==> config.mk <==
export PLATFORM = sky130hd
export DESIGN_NAME = fft_frame_sched
export DESIGN_NICKNAME = d
export VERILOG_FILES = /design/src/rtl/fft_frame_sched.sv
export SDC_FILE = /design/constraint.sdc
export NUM_CORES = 1
export LEC_CHECK = 0
export ABC_CLOCK_PERIOD_IN_PS = 2800
export BUFFER_PORTS_ARGS = -buffer_cell sky130_fd_sc_hd__buf_2
export CAP_MARGIN = 20
export CORE_MARGIN = 1.5
export CORE_UTILIZATION = 44
export DETAILED_ROUTE_END_ITERATION = 16
export GPL_TIMING_DRIVEN = 0
export PLACE_DENSITY = 0.84
export SETUP_SLACK_MARGIN = 0.2
export SYNTH_ARGS = -nofsm -noshare
export SYNTH_HDL_FRONTEND = slang
export SYNTH_SLANG_ARGS = --single-unit
==> constraint.sdc <==
create_clock -name clk -period 2.8 [get_ports clk]
set_input_delay 0.14 -clock clk [delete_from_list [all_inputs] [get_ports clk]]
set_output_delay 0.14 -clock clk [all_outputs]
set_load 0.02 [all_outputs]
==> src/rtl/fft_frame_sched.sv <==
// rtl/fft_frame_sched.sv - round-robin whole-frame scheduler feeding one shared SDF fft core
// Optional per-source frame counters are built when FFT_SCHED_STATS_EN is defined.
module fft_frame_sched #(
  parameter int N     = 3,
  parameter int W     = 32,
  parameter int DEPTH = 4
) (
  input  logic         clk,
  input  logic         reset,
  input  logic         req0_valid,
  input  logic [W-1:0] req0_data,
  output logic         req0_ready,
  input  logic         req1_valid,
  input  logic [W-1:0] req1_data,
  output logic         req1_ready,
  output logic         fft_start,
  output logic [W-1:0] fft_ip,
  input  logic         fft_op_ready,
  output logic         out_valid,
  output logic         out_tag,
  output logic         out_last,
  output logic         underrun,
  output logic         orphan,
  output logic [15:0]  frames0,
  output logic [15:0]  frames1
);

  localparam int AW = (DEPTH > 1) ? $clog2(DEPTH) : 1;
  localparam logic [N-1:0] CNT_LAST  = '1;
  localparam logic [AW:0]  DEPTH_OCC = (AW+1)'(DEPTH);

  typedef enum logic {IDLE, STREAM} state_t;

  state_t         state, state_n;
  logic [N-1:0]   cnt;
  logic [N-1:0]   out_cnt;
  logic           grant;
  logic           last_grant;
  logic [DEPTH-1:0] tag_mem;
  logic [AW-1:0]  wr_ptr;
  logic [AW-1:0]  rd_ptr;
  logic [AW:0]    occ;
  logic [AW:0]    occ_post_pop;
  logic           fifo_empty;
  logic           pop;
  logic           push;
  logic           can_grant;
  logic           sel;
  logic           streaming;
  logic           frame_done;
  logic           stream_valid;
  logic [W-1:0]   stream_data;

  // Output side: tags leave the FIFO as the core finishes each frame.
  assign fifo_empty = (occ == '0);
  assign out_valid  = fft_op_ready & ~fifo_empty;
  assign out_tag    = ~fifo_empty & tag_mem[rd_ptr];
  assign out_last   = out_valid & (out_cnt == CNT_LAST);
  assign pop        = out_last;

  // A pop in the same cycle frees a slot for the next grant.
  assign occ_post_pop = occ - {{AW{1'b0}}, pop};
  assign can_grant    = (occ_post_pop < DEPTH_OCC) & (req0_valid | req1_valid);
  assign sel          = (req0_valid & req1_valid) ? ~last_grant : req1_valid;

  assign streaming    = (state == STREAM);
  assign frame_done   = streaming & (cnt == CNT_LAST);
  assign req0_ready   = streaming & ~grant;
  assign req1_ready   = streaming & grant;
  assign stream_valid = grant ? req1_valid : req0_valid;
  assign stream_data  = grant ? req1_data : req0_data;

  always_ff @(posedge clk) begin
    if (!reset) begin
      state <= IDLE;
    end else begin
      state <= state_n;
    end
  end

  always_comb begin
    state_n = state;
    push    = 1'b0;
    case (state)
      IDLE: begin
        if (can_grant) begin
          push    = 1'b1;
          state_n = STREAM;
        end
      end
      STREAM: begin
        if (cnt == CNT_LAST) begin
          if (can_grant) begin
            push = 1'b1;
          end else begin
            state_n = IDLE;
          end
        end
      end
      default: state_n = IDLE;
    endcase
  end

  always_ff @(posedge clk) begin
    if (!reset) begin
      cnt        <= '0;
      out_cnt    <= '0;
      grant      <= 1'b0;
      last_grant <= 1'b1;
      tag_mem    <= '0;
      wr_ptr     <= '0;
      rd_ptr     <= '0;
      occ        <= '0;
      fft_start  <= 1'b0;
      fft_ip     <= '0;
      underrun   <= 1'b0;
      orphan     <= 1'b0;
    end else begin
      if (push) begin
        tag_mem[wr_ptr] <= sel;
        wr_ptr          <= wr_ptr + 1'b1;
        grant           <= sel;
        last_grant      <= sel;
        cnt             <= '0;
      end else if (streaming) begin
        cnt <= cnt + 1'b1;
      end

      if (pop) begin
        rd_ptr <= rd_ptr + 1'b1;
      end
      occ <= occ_post_pop + {{AW{1'b0}}, push};

      if (out_valid) begin
        out_cnt <= out_cnt + 1'b1;
      end
      if (fft_op_ready & fifo_empty) begin
        orphan <= 1'b1;
      end

      // Underrun slots still consume a sample position so frame timing never slips.
      fft_start <= streaming & (cnt == '0);
      fft_ip    <= (streaming & stream_valid) ? stream_data : '0;
      if (streaming & ~stream_valid) begin
        underrun <= 1'b1;
      end
    end
  end

`ifdef FFT_SCHED_STATS_EN
  logic [15:0] frames0_q;
  logic [15:0] frames1_q;

  always_ff @(posedge clk) begin
    if (!reset) begin
      frames0_q <= '0;
      frames1_q <= '0;
    end else if (frame_done) begin
      if (~grant && frames0_q != 16'hFFFF) begin
        frames0_q <= frames0_q + 16'd1;
      end
      if (grant && frames1_q != 16'hFFFF) begin
        frames1_q <= frames1_q + 16'd1;
      end
    end
  end

  assign frames0 = frames0_q;
  assign frames1 = frames1_q;
`else
  logic unused_frame_done;
  assign unused_frame_done = frame_done;
  assign frames0 = '0;
  assign frames1 = '0;
`endif

endmodule

---- Word-level counts from Yosys, hierarchy flattened ----
Cells that the tools add are included.
word-level totals
  bits of input ports ..................... 69
  memories ................................ 0
  register bits ........................... 55
  bits in latches ......................... 0
  bits in writable memories ............... 0
  ROM bits ................................ 0
operators by class
  reductions and logical operators ........ 5
  bitwise logic cells ..................... 18
  add/subtract/negate cells ............... 6
  multipliers ............................. 0
  shifts and indexed selects .............. 0
  magnitude comparators ................... 4
  multiplexer cells ....................... 13
  divide/modulo/power cells ............... 0
  eq/ne operators ......................... 2
operators by type and width
  operator                                                           count
  2-to-1 mux 32 bit                                                  1
  bitwise AND 1 bit                                                  11
  2-to-1 mux 1 bit                                                   7
  adder 3 x 1 -> 3 bit, second input constant                        2
  == test 3 bit, second input constant                               2
  zero test 3 bit                                                    2
  < comparator 2 x 3 -> 1 bit, second input constant                 2
  inverter 1 bit                                                     6
  adder 2 x 1 -> 2 bit, second input constant                        2
  bitwise mux 4 bit                                                  1
  case mux 1 bit (2 select lines)                                    2
  adder 3 x 1 -> 3 bit                                               1
  < comparator 3 bit, second input constant                          1
  subtractor 3 x 1 -> 3 bit                                          1
  binary-select mux 1 bit (select 2 bit)                             1
  demux 1 bit (select 2 bit)                                         1
  greater-or-equal comparator 2 x 1 -> 1 bit, second input constant  1
  AND reduction 2 bit                                                1
  OR reduction 2 bit                                                 1
  logical AND 1 bit                                                  1
  OR 1 bit                                                           1

---- Logic depth before layout (Yosys ltp) ----
  depth in word-level cells ............... 11
  mapped depth ............................ 11
  mapped depth without buffers ............ 11

---- Least setup slack after synthesis ----
Ideal clock, no wire load.
  path kind ............................... reg-to-reg
  start ................................... register out_cnt[0]
  end ..................................... register occ[1]
  path slack .............................. 451 ps
  arrival ................................. 2234 ps
  period minus slack after synthesis ...... 2349 ps
  setup time .............................. 115 ps
  cell stages (with the launch flop) ...... 11
  path through ............................ dfxtp_1 ha_1 ha_1 o311a_2 ha_1 ha_1 xor2_2 nor3_1 ha_1 ha_1 and2_1
between the ends
  cells in the longest elaborated chain, start to end .. 9
ends and longest elaborated chain
  what                             line    RTL
  from (decl)                      36      logic [N-1:0] out_cnt;
  from (signal assigned)           135     out_cnt <= out_cnt + 1'b1;
  == test 3 bit (*)                58      assign out_last = out_valid & (out_cnt == CNT_LAST);
  bitwise AND 1 bit (*)            58
  named net out_last               21      output logic out_last,
  subtractor 3 x 1 -> 3 bit (*)    62      assign occ_post_pop = occ - {{AW{1'b0}}, pop};
  < comparator 3 bit               63      assign can_grant = (occ_post_pop < DEPTH_OCC) & (req0_valid | req1_valid);
  bitwise AND 1 bit                63
  2-to-1 mux 1 bit                 86, 93
  2-to-1 mux 1 bit                 92      if (cnt == CNT_LAST) begin
  case mux 1 bit (2 select lines)  84      case (state)
  adder 3 x 1 -> 3 bit (*)         132     occ <= occ_post_pop + {{AW{1'b0}}, push};
  to (signal assigned)             132
  to (decl)                        42      logic [AW:0] occ;
Mark *: on every way through the listed nets, which the timed path passes. The rest lies on a longest branch.
A chain may end at the register's enable or synchronous reset.

---- Worst setup path after layout ----
  start ................................... register out_cnt[0]
  end ..................................... register occ[1]
between the ends
  cells in the longest elaborated chain, start to end .. 9
ends and longest elaborated chain
  what                             line
  == test 3 bit (*)                58
  bitwise AND 1 bit (*)            58
  subtractor 3 x 1 -> 3 bit (*)    62
  < comparator 3 bit               63
  bitwise AND 1 bit                63
  2-to-1 mux 1 bit                 86, 93
  2-to-1 mux 1 bit                 92
  case mux 1 bit (2 select lines)  84
  adder 3 x 1 -> 3 bit (*)         132
Mark *: on every way between the ends. The rest lies on a longest branch, timed or not.

==> results.json <==
{
  "outcome": "complete, no violations",
  "dieArea_sq_mm": 0.00623,
  "final-max-slew-violation-count": 0,
  "fin_crit_ns": 2.45,
  "start_util_pct": 45.8,
  "final_core_util_pct": 61.0,
  "r2r_setup_slack_ns": 0.35,
  "crit_required_ns": 3.01,
  "htree_levels": 2,
  "maxSlewHeadroom_pct": 59.6,
  "finalHoldViolCount": 0,
  "final.setup.worst_slack_ns": 0.348,
  "combPwrFrac_pct": 21.1,
  "routed-via-count": 2096,
  "ys_top_cells_by_count": "dfxtp_1, nor2_1, mux2i_1",
  "synth_xor_area_share_pct": 2.37,
  "drive_gt1_share_pct": 40.1,
  "cts_sinks": 55,
  "synth-compound-area-share_pct": 4.44,
  "synth_mux_area_share_pct": 17.1,
  "fp-row-count": 27,
  "synth_fa_ha_area_share_pct": 6.41,
  "critPathKind": "flip-flop to flip-flop",
  "syn-cell-area_sq_mm": 0.00254,
  "synth_area_leaders": "dfxtp_1, mux2i_1, buf_4, nor2_1, ha_1",
  "ys_seq_elements": 55,
  "wl_um": 5420,
  "power_mw": 1.59,
  "vdd_drop_max_uv": 315,
  "fill_cells": 501,
  "gp_congestion": 0.792,
  "die_h_um": 78.9,
  "p_clk_share_pct": 26.4,
  "yosysUniqueCellTypes": 31,
  "hold_path_depth": 3,
  "clkTransAtPathRegs_ns": 0.10,
  "rsz0062_at_grt": "no",
  "ctsResizeCount": 0,
  "routedWlPerCell_um": 11.4,
  "setup.worst_path.end": "occ[1]",
  "dpl.hpwl_um": 4430,
  "post-route-period-util_pct": 87.6,
  "worst_skew_pair.late_latency_ns": 0.30,
  "avgSynthCellArea_sq_um": 9.83,
  "yosysSeqAreaShare_pct": 43.4,
  "min_path_type": "primary input to flip-flop",
  "clk_path_buf_depth": 2,
  "antenna_left": 0,
  "cp_data_arrival_time_ns": 2.66,
  "grt-ovfl-total": 0,
  "ff2ff_path_depth": 10,
  "crit_fanout": 6,
  "grt_usage_pct": 17.0,
  "die_x_um": 78.9,
  "cts-root-buf": "clkbuf_8",
  "ios": 141,
  "p_sw_mw": 0.451,
  "finalClockSkew_ns": 0.0117,
  "antenna_cells": 0,
  "async_flop_share_pct": 0,
  "setup_viol": 0,
  "r2r_end": "occ[1]",
  "synth_top_cell_by_area": "dfxtp_1",
  "grt_pass1_vias": 1906,
  "maxCapViolations": 0,
  "yosysWarnings": 0,
  "p_leak_nw": 1.80,
  "portBuffers": 108,
  "grt_antenna_before_repair": 0,
  "synth-main-ff-cell": "dfxtp_1",
  "synthToLayoutAreaGrowth_pct": 33.3,
  "synth_top_cell_area_share_pct": 43.4,
  "tightest_slew_ns": 0.602,
  "grt_max_degree": 17,
  "p_sw_share_pct": 28.4,
  "drcViolationCount": 0,
  "intPower_mw": 1.14,
  "setup_tns_ns": 0,
  "cts_buffers": 5,
  "synth_edf_count": 0,
  "worstSetupStartpoint": "out_cnt[0]",
  "rr_startpoint": "out_cnt[0]",
  "core_area_sq_mm": 0.00554,
  "drt-vias-per-instance": 4.40,
  "pre_cts_slack_ns": 0.325,
  "powerDensity_mw_per_mm2": 470,
  "synth_simple_gate_area_share_pct": 12.4,
  "synth_top_family_by_area": "multiplexers",
  "dr.pass1.iters": 4,
  "synth.most_common_cell": "dfxtp_1",
  "end_kind": "flip-flop",
  "syn_inst": 258,
  "cts_tree": "done",
  "seqPwrFrac_pct": 52.6,
  "drt_iter0_markers": 95,
  "cts_setup_buffers": 0,
  "holdWs_ns": 0.0607,
  "final_nets": 486,
  "start_kind": "flip-flop",
  "grt_pass1_wl_um": 8340,
  "fmax_ghz": 0.408,
  "ctsHoldBuffers": 0
}
cell type report:
cell class / count / area [sq um] / share of cell area, %
clock inverters: 2 / 13.8 / 0.407
clock buffers: 5 / 68.8 / 2.03
inverters: 12 / 45.0 / 1.33
flip-flops and latches: 55 / 1100 / 32.6
plain buffers: 43 / 302 / 8.92
well taps: 72 / 90.1 / 2.66
repair buffers: 108 / 541 / 16.0
multi-input cells: 179 / 1220 / 36.1
cells in the final DEF, fill, tap and decap left out, drive strengths merged, types with 2 or more instances in the layout:
master  instances
nor3            2
nor2b           2
xor2            2
clkbuf          8
a21oi           6
conb           32
inv            12
buf           148
nand4           7
and2            3
dfxtp          55
nand2           6
clkinv          2
nand3           2
nor2           45
o31ai           5
mux2i          40
ha             13
xnor2           4
worst min path at each step:
stage                       start          to  slack, ns
global placement    req0_data[24]  fft_ip[24]       0.37
CTS                  req0_data[9]   fft_ip[9]       0.05
floorplan                   reset   rd_ptr[1]       0.27
global route         req0_data[9]   fft_ip[9]       0.06
detailed placement   req0_data[9]   fft_ip[9]       0.38
finish               req0_data[9]   fft_ip[9]       0.06
cells by family after synthesis:
| kind of cell | after synthesis |
|---|---|
| and+or+nand+nor | 71 |
| DFF | 55 |
| buffers and inverters | 55 |
| muxes | 42 |
| AOI/OAI and AO/OA | 15 |
| adders and majority gates | 13 |
| xor gates and xnor gates | 6 |
| other | 1 |
worst max-delay path: stages, from the launching register on:
cell and delay (ns):
dfxtp_1 0.33, ha_1 0.20, ha_1 0.19, o311a_2 0.14, ha_1 0.23, ha_1 0.27, xor2_4 0.27, nor3_2 0.09
ha_1 0.22, ha_1 0.26, and2_1 0.15
state kept, by name, indices dropped and copies added (netlist names), 2 cells and up:
register and flops:
fft_ip 32, occ 3, wr_ptr 2, tag_mem 4, out_cnt 3, rd_ptr 2, cnt 3
power by group through the flow:
| stage | sequential (mW) | combinational (mW) | clock, mW |
|---|---|---|---|
| floorplan | 0.877 | 0.208 | 0 |
| global placement | 0.852 | 0.324 | 0 |
| detailed placement | 0.855 | 0.334 | 0 |
| CTS | 0.836 | 0.335 | 0.433 |
| global route | 0.841 | 0.368 | 0.462 |
| finish | 0.836 | 0.335 | 0.420 |
routing by layer:
metal	track usage, %	wire (um)	up-vias
met5	0	0	-
met2	31.5	2830	85
met4	5.44	85	0
met3	5.17	405	7
li1	-	-	1078
met1	18.5	2100	926
through the flow:
stage	std cells	area (sq um)
finish	476	3380
global route	476	3380
CTS	476	3370
detailed placement	469	3280
global placement	469	3280
floorplan	289	2650
Note: power is estimated with default switching activity, not from simulation.
